## src/rtl/multi_channel_pit.sv

```systemverilog
// multi_channel_pit: 8254-style interval timer, up to three 16-bit channels
// supporting modes 0, 2 and 3, per-channel gates, counter latch, read-back
// and LSB/MSB/word access.
//
// Ports:
//   clk, reset_n          system clock, asynchronous active-low reset
//   pit_clk               asynchronous counting clock (synchronised, edge -> tick)
//   gate[NUM_CHANNELS]    per-channel gate, asynchronous
//   cs, data_m_*          16-bit data bus slave; word 0 = {ch1, ch0},
//                         word 1 = {control, ch2}; ack one cycle after access
//   out[NUM_CHANNELS]     channel outputs
//   intr                  copy of out[0] (system tick interrupt)
module multi_channel_pit #(
  parameter int unsigned NUM_CHANNELS = 3,
  parameter int unsigned SYNC_STAGES  = 2
) (
  input  logic                    clk,
  input  logic                    reset_n,
  input  logic                    pit_clk,
  input  logic [NUM_CHANNELS-1:0] gate,
  input  logic                    cs,
  input  logic [2:1]              data_m_addr,
  input  logic [15:0]             data_m_data_in,
  output logic [15:0]             data_m_data_out,
  input  logic [1:0]              data_m_bytesel,
  input  logic                    data_m_wr_en,
  input  logic                    data_m_access,
  output logic                    data_m_ack,
  output logic [NUM_CHANNELS-1:0] out,
  output logic                    intr
);

  typedef enum logic [1:0] {
    CH_IDLE,   // no count loaded since programming
    CH_ARMED,  // final count byte written, loads on next tick
    CH_RUN
  } ch_state_e;

  // ---------------- synchronisers ----------------
  logic [SYNC_STAGES-1:0]  pclk_sync_q, pclk_sync_d;
  logic                    pclk_prev_q, pclk_prev_d;
  logic [NUM_CHANNELS-1:0] gate_sync_q [SYNC_STAGES];
  logic [NUM_CHANNELS-1:0] gate_sync_d [SYNC_STAGES];
  logic [NUM_CHANNELS-1:0] gate_prev_q, gate_prev_d;
  logic [NUM_CHANNELS-1:0] gate_s, gate_rise;
  logic                    tick;

  always_comb begin
    pclk_sync_d    = {pclk_sync_q[SYNC_STAGES-2:0], pit_clk};
    pclk_prev_d    = pclk_sync_q[SYNC_STAGES-1];
    gate_sync_d[0] = gate;
    for (int unsigned s = 1; s < SYNC_STAGES; s++) begin
      gate_sync_d[s] = gate_sync_q[s-1];
    end
    gate_prev_d = gate_sync_q[SYNC_STAGES-1];
  end

  assign tick      = pclk_sync_q[SYNC_STAGES-1] & ~pclk_prev_q;
  assign gate_s    = gate_sync_q[SYNC_STAGES-1];
  assign gate_rise = gate_s & ~gate_prev_q;

  always_ff @(posedge clk or negedge reset_n) begin
    if (!reset_n) begin
      pclk_sync_q <= '0;
      pclk_prev_q <= 1'b0;
      for (int unsigned s = 0; s < SYNC_STAGES; s++) begin
        gate_sync_q[s] <= '0;
      end
      gate_prev_q <= '0;
    end else begin
      pclk_sync_q <= pclk_sync_d;
      pclk_prev_q <= pclk_prev_d;
      for (int unsigned s = 0; s < SYNC_STAGES; s++) begin
        gate_sync_q[s] <= gate_sync_d[s];
      end
      gate_prev_q <= gate_prev_d;
    end
  end

  // ---------------- bus decode ----------------
  logic       access, wr_acc, rd_acc, ctrl_sel, ctrl_wr;
  logic [2:0] ch_sel;
  logic [7:0] ctrl;
  logic [7:0] ch_rbyte [3];
  logic [2:0] out_all;
  logic       ack_q, ack_d;
  logic [15:0] rdata_q, rdata_d;

  assign access = cs & data_m_access;
  assign wr_acc = access & data_m_wr_en;
  assign rd_acc = access & ~data_m_wr_en;
  assign ctrl   = data_m_data_in[15:8];

  always_comb begin
    ch_sel   = '0;
    ctrl_sel = 1'b0;
    if (data_m_addr == 2'd0) begin
      ch_sel[0] = data_m_bytesel[0];
      ch_sel[1] = data_m_bytesel[1];
    end else if (data_m_addr == 2'd1) begin
      ch_sel[2] = data_m_bytesel[0];
      ctrl_sel  = data_m_bytesel[1];
    end
  end

  assign ctrl_wr = wr_acc & ctrl_sel;

  // ---------------- channels ----------------
  for (genvar g = 0; g < 3; g++) begin : g_ch
    if (g < NUM_CHANNELS) begin : g_impl
      localparam int unsigned LANE = (g == 1) ? 1 : 0;

      ch_state_e   state_q, state_d;
      logic [2:0]  mode_q, mode_d;
      logic [1:0]  rw_q, rw_d;
      logic        bcd_q, bcd_d;
      logic [15:0] count_q, count_d;
      logic [15:0] reload_q, reload_d;
      logic [15:0] cnt_latch_q, cnt_latch_d;
      logic        cnt_full_q, cnt_full_d;
      logic [7:0]  st_latch_q, st_latch_d;
      logic        st_full_q, st_full_d;
      logic        out_q, out_d;
      logic        null_q, null_d;
      logic        wr_ff_q, wr_ff_d;
      logic        rd_ff_q, rd_ff_d;
      logic [7:0]  lsb_hold_q, lsb_hold_d;
      logic        ext_q, ext_d;    // odd mode-3 extra high tick taken
      logic        pend_q, pend_d;  // gate rising edge, reload on next tick

      logic        sel, prog, latch_cmd, rb_cnt, rb_st, m2, m3;
      logic        fin_byte, first_byte, done_rd;
      logic [15:0] load_val, src;
      logic [7:0]  wbyte, rbyte;

      assign sel       = ch_sel[g];
      assign wbyte     = data_m_data_in[LANE*8 +: 8];
      assign prog      = ctrl_wr && (ctrl[7:6] == 2'(g)) && (ctrl[5:4] != 2'b00);
      assign latch_cmd = ctrl_wr && (ctrl[7:6] == 2'(g)) && (ctrl[5:4] == 2'b00);
      assign rb_cnt    = ctrl_wr && (ctrl[7:6] == 2'b11) && ctrl[g+1] && !ctrl[5];
      assign rb_st     = ctrl_wr && (ctrl[7:6] == 2'b11) && ctrl[g+1] && !ctrl[4];
      // modes x10 / x11 are 2 / 3, everything else counts as mode 0
      assign m2        = mode_q[1] & ~mode_q[0];
      assign m3        = mode_q[1] & mode_q[0];
      assign load_val  = m3 ? {reload_q[15:1], 1'b0} : reload_q;

      always_comb begin
        state_d     = state_q;
        mode_d      = mode_q;
        rw_d        = rw_q;
        bcd_d       = bcd_q;
        count_d     = count_q;
        reload_d    = reload_q;
        cnt_latch_d = cnt_latch_q;
        cnt_full_d  = cnt_full_q;
        st_latch_d  = st_latch_q;
        st_full_d   = st_full_q;
        out_d       = out_q;
        null_d      = null_q;
        wr_ff_d     = wr_ff_q;
        rd_ff_d     = rd_ff_q;
        lsb_hold_d  = lsb_hold_q;
        ext_d       = ext_q;
        pend_d      = pend_q;
        fin_byte    = 1'b0;
        first_byte  = 1'b0;
        done_rd     = 1'b0;
        src         = cnt_full_q ? cnt_latch_q : count_q;
        rbyte       = '0;

        if (m2 || m3) begin
          if (!gate_s[g])   out_d  = 1'b1;
          if (gate_rise[g]) pend_d = 1'b1;
        end

        // Tick is evaluated first on the old state; a data write in the same
        // cycle then overrides, while a control write suppresses the tick.
        if (tick && !prog) begin
          if (state_q == CH_ARMED) begin
            count_d = load_val;
            null_d  = 1'b0;
            state_d = CH_RUN;
            ext_d   = 1'b0;
            pend_d  = 1'b0;
            if (m2 || m3) out_d = 1'b1;
          end else if (state_q == CH_RUN && gate_s[g]) begin
            if (pend_q && (m2 || m3)) begin
              count_d = load_val;
              out_d   = 1'b1;
              ext_d   = 1'b0;
              pend_d  = 1'b0;
            end else if (m3) begin
              if (count_q == 16'd2) begin
                if (out_q && reload_q[0] && !ext_q) begin
                  ext_d = 1'b1;  // odd N: hold one extra tick while high
                end else begin
                  out_d   = ~out_q;
                  count_d = load_val;
                  ext_d   = 1'b0;
                end
              end else begin
                count_d = count_q - 16'd2;
              end
            end else if (m2) begin
              if (count_q == 16'd1) begin
                count_d = load_val;
                out_d   = 1'b1;
              end else begin
                count_d = count_q - 16'd1;
                if (count_q == 16'd2) out_d = 1'b0;
              end
            end else begin
              count_d = count_q - 16'd1;
              if (count_q == 16'd1) out_d = 1'b1;
            end
          end
        end

        if ((latch_cmd || rb_cnt) && !cnt_full_q) begin
          cnt_latch_d = count_q;
          cnt_full_d  = 1'b1;
        end
        if (rb_st && !st_full_q) begin
          st_latch_d = {out_q, null_q, rw_q, mode_q, bcd_q};
          st_full_d  = 1'b1;
        end

        if (prog) begin
          rw_d    = ctrl[5:4];
          mode_d  = ctrl[3:1];
          bcd_d   = ctrl[0];
          null_d  = 1'b1;
          wr_ff_d = 1'b0;
          rd_ff_d = 1'b0;
          state_d = CH_IDLE;
          out_d   = ctrl[2];
          ext_d   = 1'b0;
          pend_d  = 1'b0;
        end

        if (sel && wr_acc && !prog) begin
          case (rw_q)
            2'b01: begin
              reload_d   = {8'h00, wbyte};
              fin_byte   = 1'b1;
              first_byte = 1'b1;
            end
            2'b10: begin
              reload_d   = {wbyte, 8'h00};
              fin_byte   = 1'b1;
              first_byte = 1'b1;
            end
            2'b11: begin
              if (!wr_ff_q) begin
                lsb_hold_d = wbyte;
                wr_ff_d    = 1'b1;
                first_byte = 1'b1;
              end else begin
                reload_d = {wbyte, lsb_hold_q};
                wr_ff_d  = 1'b0;
                fin_byte = 1'b1;
              end
            end
            default: ;
          endcase
          if (first_byte && !(m2 || m3)) out_d = 1'b0;
          if (fin_byte) begin
            null_d  = 1'b1;
            state_d = CH_ARMED;
          end
        end

        if (sel && rd_acc) begin
          if (st_full_q) begin
            rbyte     = st_latch_q;
            st_full_d = 1'b0;
          end else begin
            case (rw_q)
              2'b10: begin
                rbyte   = src[15:8];
                done_rd = 1'b1;
              end
              2'b11: begin
                rbyte   = rd_ff_q ? src[15:8] : src[7:0];
                rd_ff_d = ~rd_ff_q;
                done_rd = rd_ff_q;
              end
              default: begin
                rbyte   = src[7:0];
                done_rd = 1'b1;
              end
            endcase
            if (cnt_full_q && done_rd) cnt_full_d = 1'b0;
          end
        end
      end

      always_ff @(posedge clk or negedge reset_n) begin
        if (!reset_n) begin
          state_q     <= CH_IDLE;
          mode_q      <= '0;
          rw_q        <= '0;
          bcd_q       <= 1'b0;
          count_q     <= '0;
          reload_q    <= '0;
          cnt_latch_q <= '0;
          cnt_full_q  <= 1'b0;
          st_latch_q  <= '0;
          st_full_q   <= 1'b0;
          out_q       <= 1'b0;
          null_q      <= 1'b1;
          wr_ff_q     <= 1'b0;
          rd_ff_q     <= 1'b0;
          lsb_hold_q  <= '0;
          ext_q       <= 1'b0;
          pend_q      <= 1'b0;
        end else begin
          state_q     <= state_d;
          mode_q      <= mode_d;
          rw_q        <= rw_d;
          bcd_q       <= bcd_d;
          count_q     <= count_d;
          reload_q    <= reload_d;
          cnt_latch_q <= cnt_latch_d;
          cnt_full_q  <= cnt_full_d;
          st_latch_q  <= st_latch_d;
          st_full_q   <= st_full_d;
          out_q       <= out_d;
          null_q      <= null_d;
          wr_ff_q     <= wr_ff_d;
          rd_ff_q     <= rd_ff_d;
          lsb_hold_q  <= lsb_hold_d;
          ext_q       <= ext_d;
          pend_q      <= pend_d;
        end
      end

      assign ch_rbyte[g] = rbyte;
      assign out_all[g]  = out_q;
    end else begin : g_none
      assign ch_rbyte[g] = '0;
      assign out_all[g]  = 1'b0;
    end
  end

  // ---------------- bus response ----------------
  // Channel read bytes are zero unless selected, so lanes can be OR-merged.
  always_comb begin
    ack_d   = access;
    rdata_d = {ch_rbyte[1], ch_rbyte[0]} | {8'h00, ch_rbyte[2]};
  end

  always_ff @(posedge clk or negedge reset_n) begin
    if (!reset_n) begin
      ack_q   <= 1'b0;
      rdata_q <= '0;
    end else begin
      ack_q   <= ack_d;
      rdata_q <= rdata_d;
    end
  end

  assign data_m_ack      = ack_q;
  assign data_m_data_out = rdata_q;
  assign out             = out_all[NUM_CHANNELS-1:0];
  assign intr            = out_all[0];

endmodule

```

## config.mk

```make
export PLATFORM = sky130hd
export DESIGN_NAME = multi_channel_pit
export DESIGN_NICKNAME = d
export VERILOG_FILES = /design/src/rtl/multi_channel_pit.sv
export SDC_FILE = /design/constraint.sdc
export NUM_CORES = 1
export LEC_CHECK = 0
export BUFFER_PORTS_ARGS = -buffer_cell sky130_fd_sc_hd__clkbuf_2
export CAP_MARGIN = 25
export CORE_ASPECT_RATIO = 1.75
export CORE_MARGIN = 3
export CORE_UTILIZATION = 35
export CTS_BUF_LIST = sky130_fd_sc_hd__clkbuf_4
export DETAILED_ROUTE_END_ITERATION = 7
export PLACE_DENSITY = 0.55
export SLEW_MARGIN = 30
export SYNTH_ARGS = -nofsm -noshare
export SYNTH_HDL_FRONTEND = slang
export SYNTH_SLANG_ARGS = --single-unit
export TNS_END_PERCENT = 5
```

## constraint.sdc

```tcl
create_clock -name clk -period 2.81 [get_ports clk]
set_clock_uncertainty 0.15 [all_clocks]
set_input_delay 0.1405 -clock clk [delete_from_list [all_inputs] [get_ports clk]]
set_output_delay 0.1405 -clock clk [all_outputs]
set_load 0.03 [all_outputs]
```

# [Yosys cells after proc, flatten, opt, wreduce, memory -nomap -nowiden]
# Cells that the tools add are included.
[totals] out_inout_bits=21 register_bits=269 elab_cells=486 inputBits=29
[op_classes] n_reduce_logical=115 bitwise=28 n_addsub=6 eq_ne=31 muxes=248
[ops] op="2-to-1 mux 16 bit" n=30
[ops] op="2-to-1 mux 1 bit" n=181
[ops] op="one-hot mux 16 bit (3 select lines)" n=3
[ops] op="2-to-1 mux 8 bit" n=9
[ops] op="logical AND 1 bit" n=55
[ops] op="== test 16 x 1 -> 1 bit (second input constant)" n=3
[ops] op="== test 16 x 2 -> 1 bit (second input constant)" n=3
[ops] op="one-hot mux 8 bit (2 select lines)" n=3
[ops] op="subtractor 16 x 1 -> 16 bit (second input constant)" n=3
[ops] op="subtractor 16 x 2 -> 16 bit (second input constant)" n=3
[ops] op="2-to-1 mux 2 bit" n=16
[ops] op="AND reduction 3 bit" n=9
[ops] op="nonzero test 4 bit" n=6
[ops] op="== test 2 bit (second input constant)" n=11
[ops] op="nonzero test 3 bit" n=6
[ops] op="logical NOT 1 bit" n=17
[ops] op="== test 2 x 1 -> 1 bit (second input constant)" n=8
[ops] op="bitwise OR 16 x 8 -> 16 bit" n=1
[ops] op="!= test 5 bit (second input constant)" n=3
[ops] op="inverter 1 bit" n=14
[ops] op="nonzero test 2 bit" n=7
[ops] op="one-hot mux 1 bit (2 select lines)" n=6
[ops] op="AND reduction 4 bit" n=3
[ops] op="AND 1 bit" n=11
[ops] op="6 further kinds" n=17

# [Longest topological paths before layout]
# Gate-level depths: netlist of run 1.
[logic_depth] ltp_word=15 depth_mapped=10 depth_no_buf=8

# [Worst setup path after synthesis of run 1]
# No wires, ideal clock.
[synth_path] kind="register -> register" from="register g_ch[2].g_impl.count_q[1]" to="register g_ch[2].g_impl.count_q[9]" path_buffers=1 setup_time_ns=0.126 path_slack_ns=0.180 path_stages_with_launch=10 synth_period_minus_slack_ns=2.630 required_time_ns=2.534 arrival_time_ns=2.354 path_cell_list="dfrtp_1 -> clkbuf_1 -> inv_1 -> ha_1 -> or4b_4 -> a2111oi_0 -> xor2_1 -> nand3_1 -> a21oi_1 -> a221o_1"
[synth_between] elab_chain_len=7 elab_cells_between_ends=13 classes_between="2 x add/sub; 3 x eq/ne; 7 x mux; 1 x reduce/logical"
[synth_rtl] element="from (decl)" line="117" rtl="logic [15:0] count_q, count_d;"
[synth_rtl] element="from (signal assigned)" line="322" rtl="count_q <= count_d;"
[synth_rtl] element="subtractor 16 x 1 -> 16 bit / == test 16 x 1 -> 1 bit (equally long branches)" line="209, 213, 205"
[synth_rtl] element="2-to-1 mux 16 bit" line="205" rtl="if (count_q == 16'd1) begin"
[synth_rtl] element="2-to-1 mux 16 bit" line="204" rtl="end else if (m2) begin"
[synth_rtl] element="2-to-1 mux 16 bit" line="192" rtl="end else if (m3) begin"
[synth_rtl] element="2-to-1 mux 16 bit" line="187" rtl="if (pend_q && (m2 || m3)) begin"
[synth_rtl] element="2-to-1 mux 16 bit" line="186" rtl="end else if (state_q == CH_RUN && gate_s[g]) begin"
[synth_rtl] element="2-to-1 mux 16 bit" line="179" rtl="if (state_q == CH_ARMED) begin"
# Several ways; a longest one is shown, not always the timed one. The select of a mux whose other input is x is not followed.
# A chain may end at the register's enable or synchronous reset.

# [Final worst setup path of run 1]
[layout_path] from="input data_m_addr[2] (netlist bit)" to="register g_ch[1].g_impl.reload_q[7]"
[layout_between] elab_chain_len=9 elab_cells_between_ends=12 classes_between="1 x eq/ne; 3 x mux; 1 x bitwise; 7 x reduce/logical"
[layout_rtl] element="from (decl)" line="22" rtl="input logic [2:1] data_m_addr,"
[layout_rtl] element="== test 2 x 1 -> 1 bit" line="100" rtl="end else if (data_m_addr == 2'd1) begin"
[layout_rtl] element="2-to-1 mux 1 bit" line="100"
[layout_rtl] element="2-to-1 mux 1 bit" line="97" rtl="if (data_m_addr == 2'd0) begin"
[layout_rtl] element="AND 1 bit" line="106" rtl="assign ctrl_wr = wr_acc & ctrl_sel;"
[layout_rtl] element="logical AND 1 bit (2 in series)" line="138" rtl="assign prog = ctrl_wr && (ctrl[7:6] == 2'(g)) && (ctrl[5:4] != 2'b00);"
[layout_rtl] element="logical NOT 1 bit" line="241" rtl="if (sel && wr_acc && !prog) begin"
[layout_rtl] element="logical AND 1 bit (*)" line="241"
[layout_rtl] element="AND reduction 3 bit (no line) (*)"
[layout_rtl] element="to (signal assigned)" line="323" rtl="reload_q <= reload_d;"
[layout_rtl] element="to (decl)" line="118" rtl="logic [15:0] reload_q, reload_d;"
# Mark *: on every way between the ends. The rest lies on a longest branch, timed or not.

==> out/results.tsv, run 1 <==
stage	metric	value	unit
finish	area_growth	20.5	%
critical_path	crit_arrival	3.22	ns
global_route	antenna_found_initial	2	
floorplan	coreArea	42000	sq um
detailed_routing	drcViolationCount	0	
logic_synthesis	syn_area_per_cell	9.57	sq um
detailed_routing	drt_iter0_drc	816	
floorplan	die_y	280	microns
critical_path	critPathLaunchType	input pin	
critical_path	critPathCaptureType	register	
logic_synthesis	synth_top_family_by_area	simple AND/OR/NAND/NOR gates	
finish	drive_gt1_share	24.7	%
logic_synthesis	synthSimpleGateAreaFrac	18.0	%
sta	hold_ws	0.0828	ns
place	pre_cts_ws	0.0880	ns
detailed_routing	firstDrtPassIters	5	
logic_synthesis	yosysUniqueCellTypes	95	
job	drv_cap	0	
place	hpwl	39.4	mm
clock_network	htree_num_levels	3	
logic_synthesis	synthCells	1565	
sta	tightest_slew	0.878	ns
logic_synthesis	ys_seq_area_share	45.0	%
logic_synthesis	yosysWarnings	0	
detailed_routing	ant_nets	0	
logic_synthesis	synth_nets	1618	
critical_path	critPathMaxFanout	23	
sta	period_needed	2.73	ns
global_route	grtUsageTotal	22.9	%
power_and_ir_drop	clockPowerShare	28.9	%
critical_path	timing.critical_path.buf_inv	3	
global_route	grt_pass1_wl	80.1	mm
clock_network	insertion_delay	0.78	ns
worst_hold_path	hold_class	input pin to register	
clock_network	root_buffer	clkbuf_4	
detailed_routing	via_per_inst	5.62	
floorplan	io_pins	50	
clock_network	cts_made_buffers	71	
critical_path	cpLargestDelayFamily	simple AND/OR/NAND/NOR gates	
global_route	overflow	0	
global_route	grt_max_degree	92	
logic_synthesis	synthFlopType	dfrtp_1	
sta	fmax	367	MHz
clock_network	cts_tree	done	
clock_network	post-cts-setup-buffers	0	
logic_synthesis	async_flop_share	100	%
sta	finalHoldViolations	0	
power_and_ir_drop	p_leak	0.00804	uW
clock_network	cts.path.max_buffers	3	
power_and_ir_drop	seq_power_share	37.7	%
sta	fin_crit_sh	97.0	%
logic_synthesis	synth_fa_ha_area_share	2.00	%
finish	num-fill-cells	4123	
critical_path	crit_chain	dlygate4sd3_1 -> clkbuf_2 -> nand2b_1 -> dlygate4sd3_1 -> nor3_1 -> nand2b_1 -> or2_2 -> a221oi_1 -> nor2_1	
detailed_routing	drt-total-wl	52.2	mm
power_and_ir_drop	power.density	687	nW/um^2
detailed_routing	num_vias	13400	
power_and_ir_drop	vdd_drop_max	0.375	mV
logic_synthesis	synth_edf_count	0	
power_and_ir_drop	switchingPower	4750	uW
critical_path	critPathKind	input pin to register	
sta	slew_headroom	40.9	%
finish	nNetsFinal	1837	
sta	drv_slew	0	
place	place.gp.congestion	1.01	
floorplan	initial_core_util	35.7	%
power_and_ir_drop	switching_share	38.3	%
finish	final_util	43.0	%
power_and_ir_drop	pwr-share-comb	33.4	%
detailed_routing	drt-wirelength-per-cell	21.8	microns
run_status	outcome	completed	
power_and_ir_drop	p_int	7650	uW
floorplan	rows	99	
logic_synthesis	synthXorXnorAreaFrac	1.46	%
sta	rsz0062_at_grt	true	
logic_synthesis	ys_seq_elements	269	
place	io_buffers	49	
logic_synthesis	synth_compound_area_share	17.4	%
floorplan	die-area	45400	sq um
critical_path	worst_path_max_delay_cell	dlygate4sd3_1	
critical_path	cpPeakStageDelay	0.56	ns
global_route	grt_pass1_vias	14000	
logic_synthesis	netlist_area	15000	sq um
sta	layout_setup_ws	0.0834	ns
power_and_ir_drop	total_power	12400	uW
floorplan	die_w	162	microns
critical_path	cp.required	3.30	ns
clock_network	cts.sinks	269	
sta	setup-tns-final	0	ns
clock_network	path_clk_slew	0.07	ns
logic_synthesis	synthMuxAreaShare	11.9	%
sta	setup_viol	0	
-- final timing paths --
kind / from / end / slack [ns] / depth (start not counted)
max: data_m_addr[2] / g_ch[1].g_impl.reload_q[7]$_DFFE_PN0P_ / 0.08 / 9
max in group asynchronous: reset_n / g_ch[2].g_impl.count_q[13]$_DFFE_PN0P_ / 1.20 / 4
min in group asynchronous: reset_n / g_ch[1].g_impl.count_q[9]$_DFFE_PN0P_ / 0.41 / 3
min: data_m_data_in[1] / g_ch[0].g_impl.reload_q[9]$_DFFE_PN0P_ / 0.08 / 4
min reg2reg: pclk_sync_q[0]$_DFF_PN0_ / pclk_sync_q[1]$_DFF_PN0_ / 0.19 / 0
max reg2reg: g_ch[1].g_impl.count_q[4]$_DFFE_PN0P_ / g_ch[1].g_impl.count_q[15]$_DFFE_PN0P_ / 0.13 / 8
-- what timing repair did --
item / in CTS / in global routing
hold buffers: 43 / 0
setup endpoints to repair: 0 / 14
endpoints found under the hold margin: 404 / 0
gates resized for setup: 0 / 5
-- synth_stat cells, types with 10 or more instances --
master,instances,area (sq um)
dfrtp_1,266,6660
nand2_1,210,788
o21ai_0,125,626
a21oi_1,92,460
mux2_2,90,1010
nor2_1,88,330
mux2i_1,77,771
clkbuf_1,69,259
nand3_1,51,255
o22ai_1,45,282
inv_1,37,139
nor3_1,30,150
nor3b_1,26,195
ha_1,24,300
nand4_1,18,113
buf_2,15,75.1
xnor2_1,14,123
a211oi_1,13,97.6
and2_1,12,75.1
nand2b_1,12,75.1
a31oi_1,11,68.8
xor2_1,11,96.3
and3_1,10,62.6
buf_4,10,75.1
o21a_1,10,75.1
-- state kept, by name (all words and copies together) (netlist names), 2 cells and up --
name and count:
data_m_data_out 16, g_ch.g_impl.bcd_q 3, g_ch.g_impl.cnt_full_q 3, g_ch.g_impl.cnt_latch_q 48
g_ch.g_impl.count_q 48, g_ch.g_impl.ext_q 3, g_ch.g_impl.lsb_hold_q 24, g_ch.g_impl.mode_q 9
g_ch.g_impl.null_q 3, g_ch.g_impl.out_q 2, g_ch.g_impl.pend_q 3, g_ch.g_impl.rd_ff_q 3
g_ch.g_impl.reload_q 48, g_ch.g_impl.rw_q 6, g_ch.g_impl.st_full_q 3, g_ch.g_impl.st_latch_q 24
g_ch.g_impl.state_q 6, g_ch.g_impl.wr_ff_q 3, gate_prev_d 3, gate_prev_q 3
gate_sync_d 3, pclk_sync_q 2
-- metal layers --
layer | vias to the layer above | part of all wire, % | global-route usage, %
met1 | 6571 | 34 | 21.9
met2 | 485 | 53 | 42.2
met4 | 0 | 8.7 | 18.5
met5 | - | 0 | 0
li1 | 6180 | - | -
met3 | 209 | 4.8 | 4.23
-- cells by family (layout without fill, tap and decap cells) --
family          after synthesis  after routing
fa+ha+maj                    24             24
buf+inv                     141            411
other cells                   0              3
mux                         167            167
xor+xnor                     25             25
flops                       269            269
compound gates              409            409
simple gates                530            530
-- placed cells by master (no fill, tap or decap), drive strengths merged, types with 14 or more instances in the layout --
cell type,n
nor2,89
a21oi,92
nor3,32
nand4,19
o22ai,45
nor4,14
inv,38
mux2i,77
xnor2,14
clkbuf,145
nand2,211
buf,159
clkinv,22
nor3b,29
dlygate4sd3,43
ha,24
mux2,90
o21ai,128
dfrtp,266
nand3,52
-- worst reg2reg max path, stage by stage (launching register included) --
cell,delay (ns)
dfrtp_1,0.40
nor4_2,0.34
buf_4,0.26
and4_2,0.39
a31oi_1,0.26
buf_4,0.23
nand2_1,0.22
o32ai_1,0.16
a311oi_2,0.19
-- power by group through the flow --
stage	sequential [uW]	clock (uW)	combinational [uW]
after global routing	4720	3900	4460
after CTS	4670	3710	4070
after detailed placement	4740	0	4010
after floorplan	4540	0	2470
final	4670	3580	4150
after global placement	4720	0	4010
-- layout make-up --
type	count	area [sq um]	share of cell area, %
multi-input cells	1155	7630	42.3
flip-flops and latches	269	6740	37.3
repair buffers	250	1930	10.7
clock buffers	97	728	4.03
well taps	555	694	3.85
clock inverters	27	179	0.991
inverters	37	139	0.769
diodes	3	7.51	0.0416
-- per-stage QoR --
stage,cells,cell area (sq um)
floorplan,1565,15000
global placement,2223,16700
detailed placement,2223,16700
CTS,2390,18000
global route,2393,18100
finish,2393,18100
Power figures use the tool's default switching activity.
==> run 2, diff against run 1 <==
CORE_ASPECT_RATIO = 1.2   (was 1.75)
CORE_MARGIN = 2   (was 3)
==> run 2 against run 1 <==
- count of clock-buffer cells in the layout up 21
- final area about the same
- sequential share of layout area about the same
- final cell count down 0.25%
- hold slack better by 0.013 ns
- critical endpoint is now g_ch[1].g_impl.count_q[15]$_DFFE_PN0P_
- flip-flop and latch count unchanged
- global-route usage about the same
- maximum frequency up 1.0%
- largest cell class unchanged
- combinational power down 2%
- critical path depth unchanged
==> out/results.tsv, run 2 (synthesized netlist as in run 1, its figures left out) <==
stage	metric	value	unit	change
run_status	outcome	completed		
detailed_routing	drt-wirelength-per-cell	20.8	microns	-4.6%
finish	drive_gt1_share	24.7	%	-0.041 points
floorplan	coreArea	42500	sq um	+1.2%
sta	finalHoldViolations	0		unchanged
power_and_ir_drop	vdd_drop_max	0.370	mV	-1.3%
finish	area_growth	20.6	%	about the same
sta	fmax	371	MHz	+1.0%
clock_network	htree_num_levels	3		unchanged
sta	rsz0062_at_grt	true		
power_and_ir_drop	power.density	697	nW/um^2	+1.4%
clock_network	post-cts-setup-buffers	0		unchanged
detailed_routing	via_per_inst	5.54		-1.4%
detailed_routing	drt_iter0_drc	790		-3.2%
sta	period_needed	2.70	ns	-0.0279 ns
detailed_routing	ant_nets	0		unchanged
floorplan	initial_core_util	35.3	%	-0.41 points
critical_path	worstReg2RegStart	g_ch[1].g_impl.count_q[1]$_DFFE_PN0P_		
clock_network	insertion_delay	0.77	ns	about the same
floorplan	die_y	231	microns	-18%
detailed_routing	drt-total-wl	49.7	mm	-4.8%
place	place.gp.congestion	0.935		-7.2%
global_route	overflow	0		unchanged
clock_network	root_buffer	clkbuf_4		
critical_path	worstRegToRegCells	9		+1
finish	layout_common_cells	266 x dfrtp_1, 210 x nand2_1, 139 x buf_4, 125 x o21ai_0, 118 x clkbuf_4		
sta	setup_viol	0		unchanged
floorplan	die-area	44500	sq um	-2.1%
critical_path	cp-endpoint	g_ch[1].g_impl.count_q[15]$_DFFE_PN0P_		
global_route	grt_pass1_vias	13500		-3.6%
worst_hold_path	hold_class	input pin to register		
finish	reg_top3	g_ch.g_impl.cnt_latch_q (48), g_ch.g_impl.count_q (48), g_ch.g_impl.reload_q (48)		
clock_network	cts_tree	done		
floorplan	rows	83		-16%
power_and_ir_drop	p_leak	0.00805	uW	+0.13%
place	hpwl	36.9	mm	-6.4%
place	io_buffers	49		unchanged
critical_path	reg2reg_to	g_ch[1].g_impl.count_q[15]$_DFFE_PN0P_		
sta	drv_slew	0		unchanged
sta	setup-tns-final	0	ns	unchanged
floorplan	io_pins	50		unchanged
finish	mostFrequentLayoutCell	dfrtp_1		
sta	tightest_slew	0.712	ns	-0.166 ns
finish	nNetsFinal	1830		-0.38%
floorplan	die_w	193	microns	+19%
critical_path	critPathLaunchType	register		
clock_network	cts.path.max_buffers	3		unchanged
critical_path	critPathKind	register to register		
critical_path	reg2reg_slack	0.11	ns	-0.02 ns
detailed_routing	firstDrtPassIters	6		+1
global_route	grt_max_degree	63		-32%
critical_path	cp.required	3.32	ns	+0.02 ns
critical_path	startpoint	g_ch[1].g_impl.count_q[1]$_DFFE_PN0P_		
global_route	grtUsageTotal	23.0	%	+0.050 points
detailed_routing	drcViolationCount	0		unchanged
global_route	grt_pass1_wl	78.4	mm	-2.2%
job	drv_cap	0		unchanged
clock_network	cts_made_buffers	77		+8.5%
critical_path	critPathMaxFanout	7		-70%
critical_path	critPathCaptureType	register		
clock_network	path_clk_slew	0.07	ns	about the same
power_and_ir_drop	total_power	12600	uW	+1.5%
critical_path	crit_arrival	3.21	ns	about the same
sta	fin_crit_sh	96.0	%	-0.99 points
sta	slew_headroom	52.4	%	+11 points
finish	final_util	42.5	%	-0.46 points
detailed_routing	num_vias	13200		-1.7%
clock_network	cts.sinks	269		unchanged
global_route	antenna_found_initial	1		-1
==> run 2: cell type report <==
cell class / instances / area, sq um
clock inverter: 18 / 131
multi-input combinational: 1155 / 7630
antenna: 1 / 2.50
timing repair buffer: 237 / 1850
sequential: 269 / 6740
inverter: 37 / 139
clock buffer: 118 / 886
fill: 4227 / 24400
tap: 552 / 691
==> run 2: report_power, final <==
group | internal (uW) | switching (uW)
logic | 1620 | 2450
clock network | 2090 | 1730
registers | 4210 | 476
total | 7920 | 4660
==> run 2: worst min path at each step <==
stage | slack, ns | start | cells after the start | to
6_report | 0.1 | data_m_data_in[5] | 4 | g_ch[0].g_impl.reload_q[13]$_DFFE_PN0P_
4_1_cts | 0.04 | data_m_data_in[5] | 4 | g_ch[0].g_impl.reload_q[13]$_DFFE_PN0P_
2_1_floorplan | -0.31 | reset_n | 0 | data_m_ack$_DFF_PN0_
5_1_grt | 0.12 | data_m_data_in[7] | 4 | g_ch[0].g_impl.reload_q[15]$_DFFE_PN0P_
3_5_place_dp | 0.02 | reset_n | 1 | g_ch[1].g_impl.cnt_latch_q[12]$_DFFE_PN0P_
3_3_place_gp | 0.01 | reset_n | 1 | g_ch[1].g_impl.cnt_latch_q[12]$_DFFE_PN0P_
==> run 2: routing by layer <==
metal	up-vias	routed length, microns	global-route usage [%]
li1	6190	-	-
met3	131	2680	3.48
met1	6424	19500	27.0
met4	0	2550	12.6
met2	476	25000	39.9
met5	-	0	0
==> run 2: critical path: stages, from the launching register on <==
cell      delay [ns]
dfrtp_1         0.39
buf_4           0.18
inv_1           0.19
ha_1            0.21
nor4b_1         0.37
buf_4           0.24
nand4_1         0.32
o21bai_1        0.25
o32ai_1         0.11
a311oi_2        0.19
==> run 2: metrics by stage <==
stage	cell area (sq um)	instances	setup WS, ns	hold slack [ns]
floorplan	15000	1565	0.180	-0.305
global placement	16600	2205	0.130	0.0137
detailed placement	16600	2205	0.108	0.0159
CTS	18000	2386	0.0831	0.0361
global route	18100	2387	-0.0371	0.117
finish	18100	2387	0.111	0.0955
==> run 2: what timing repair did <==
action	CTS	global route
resized for setup	0	3
endpoints found under the setup margin	0	8
endpoints found under the hold margin	410	0
hold buffers	45	0
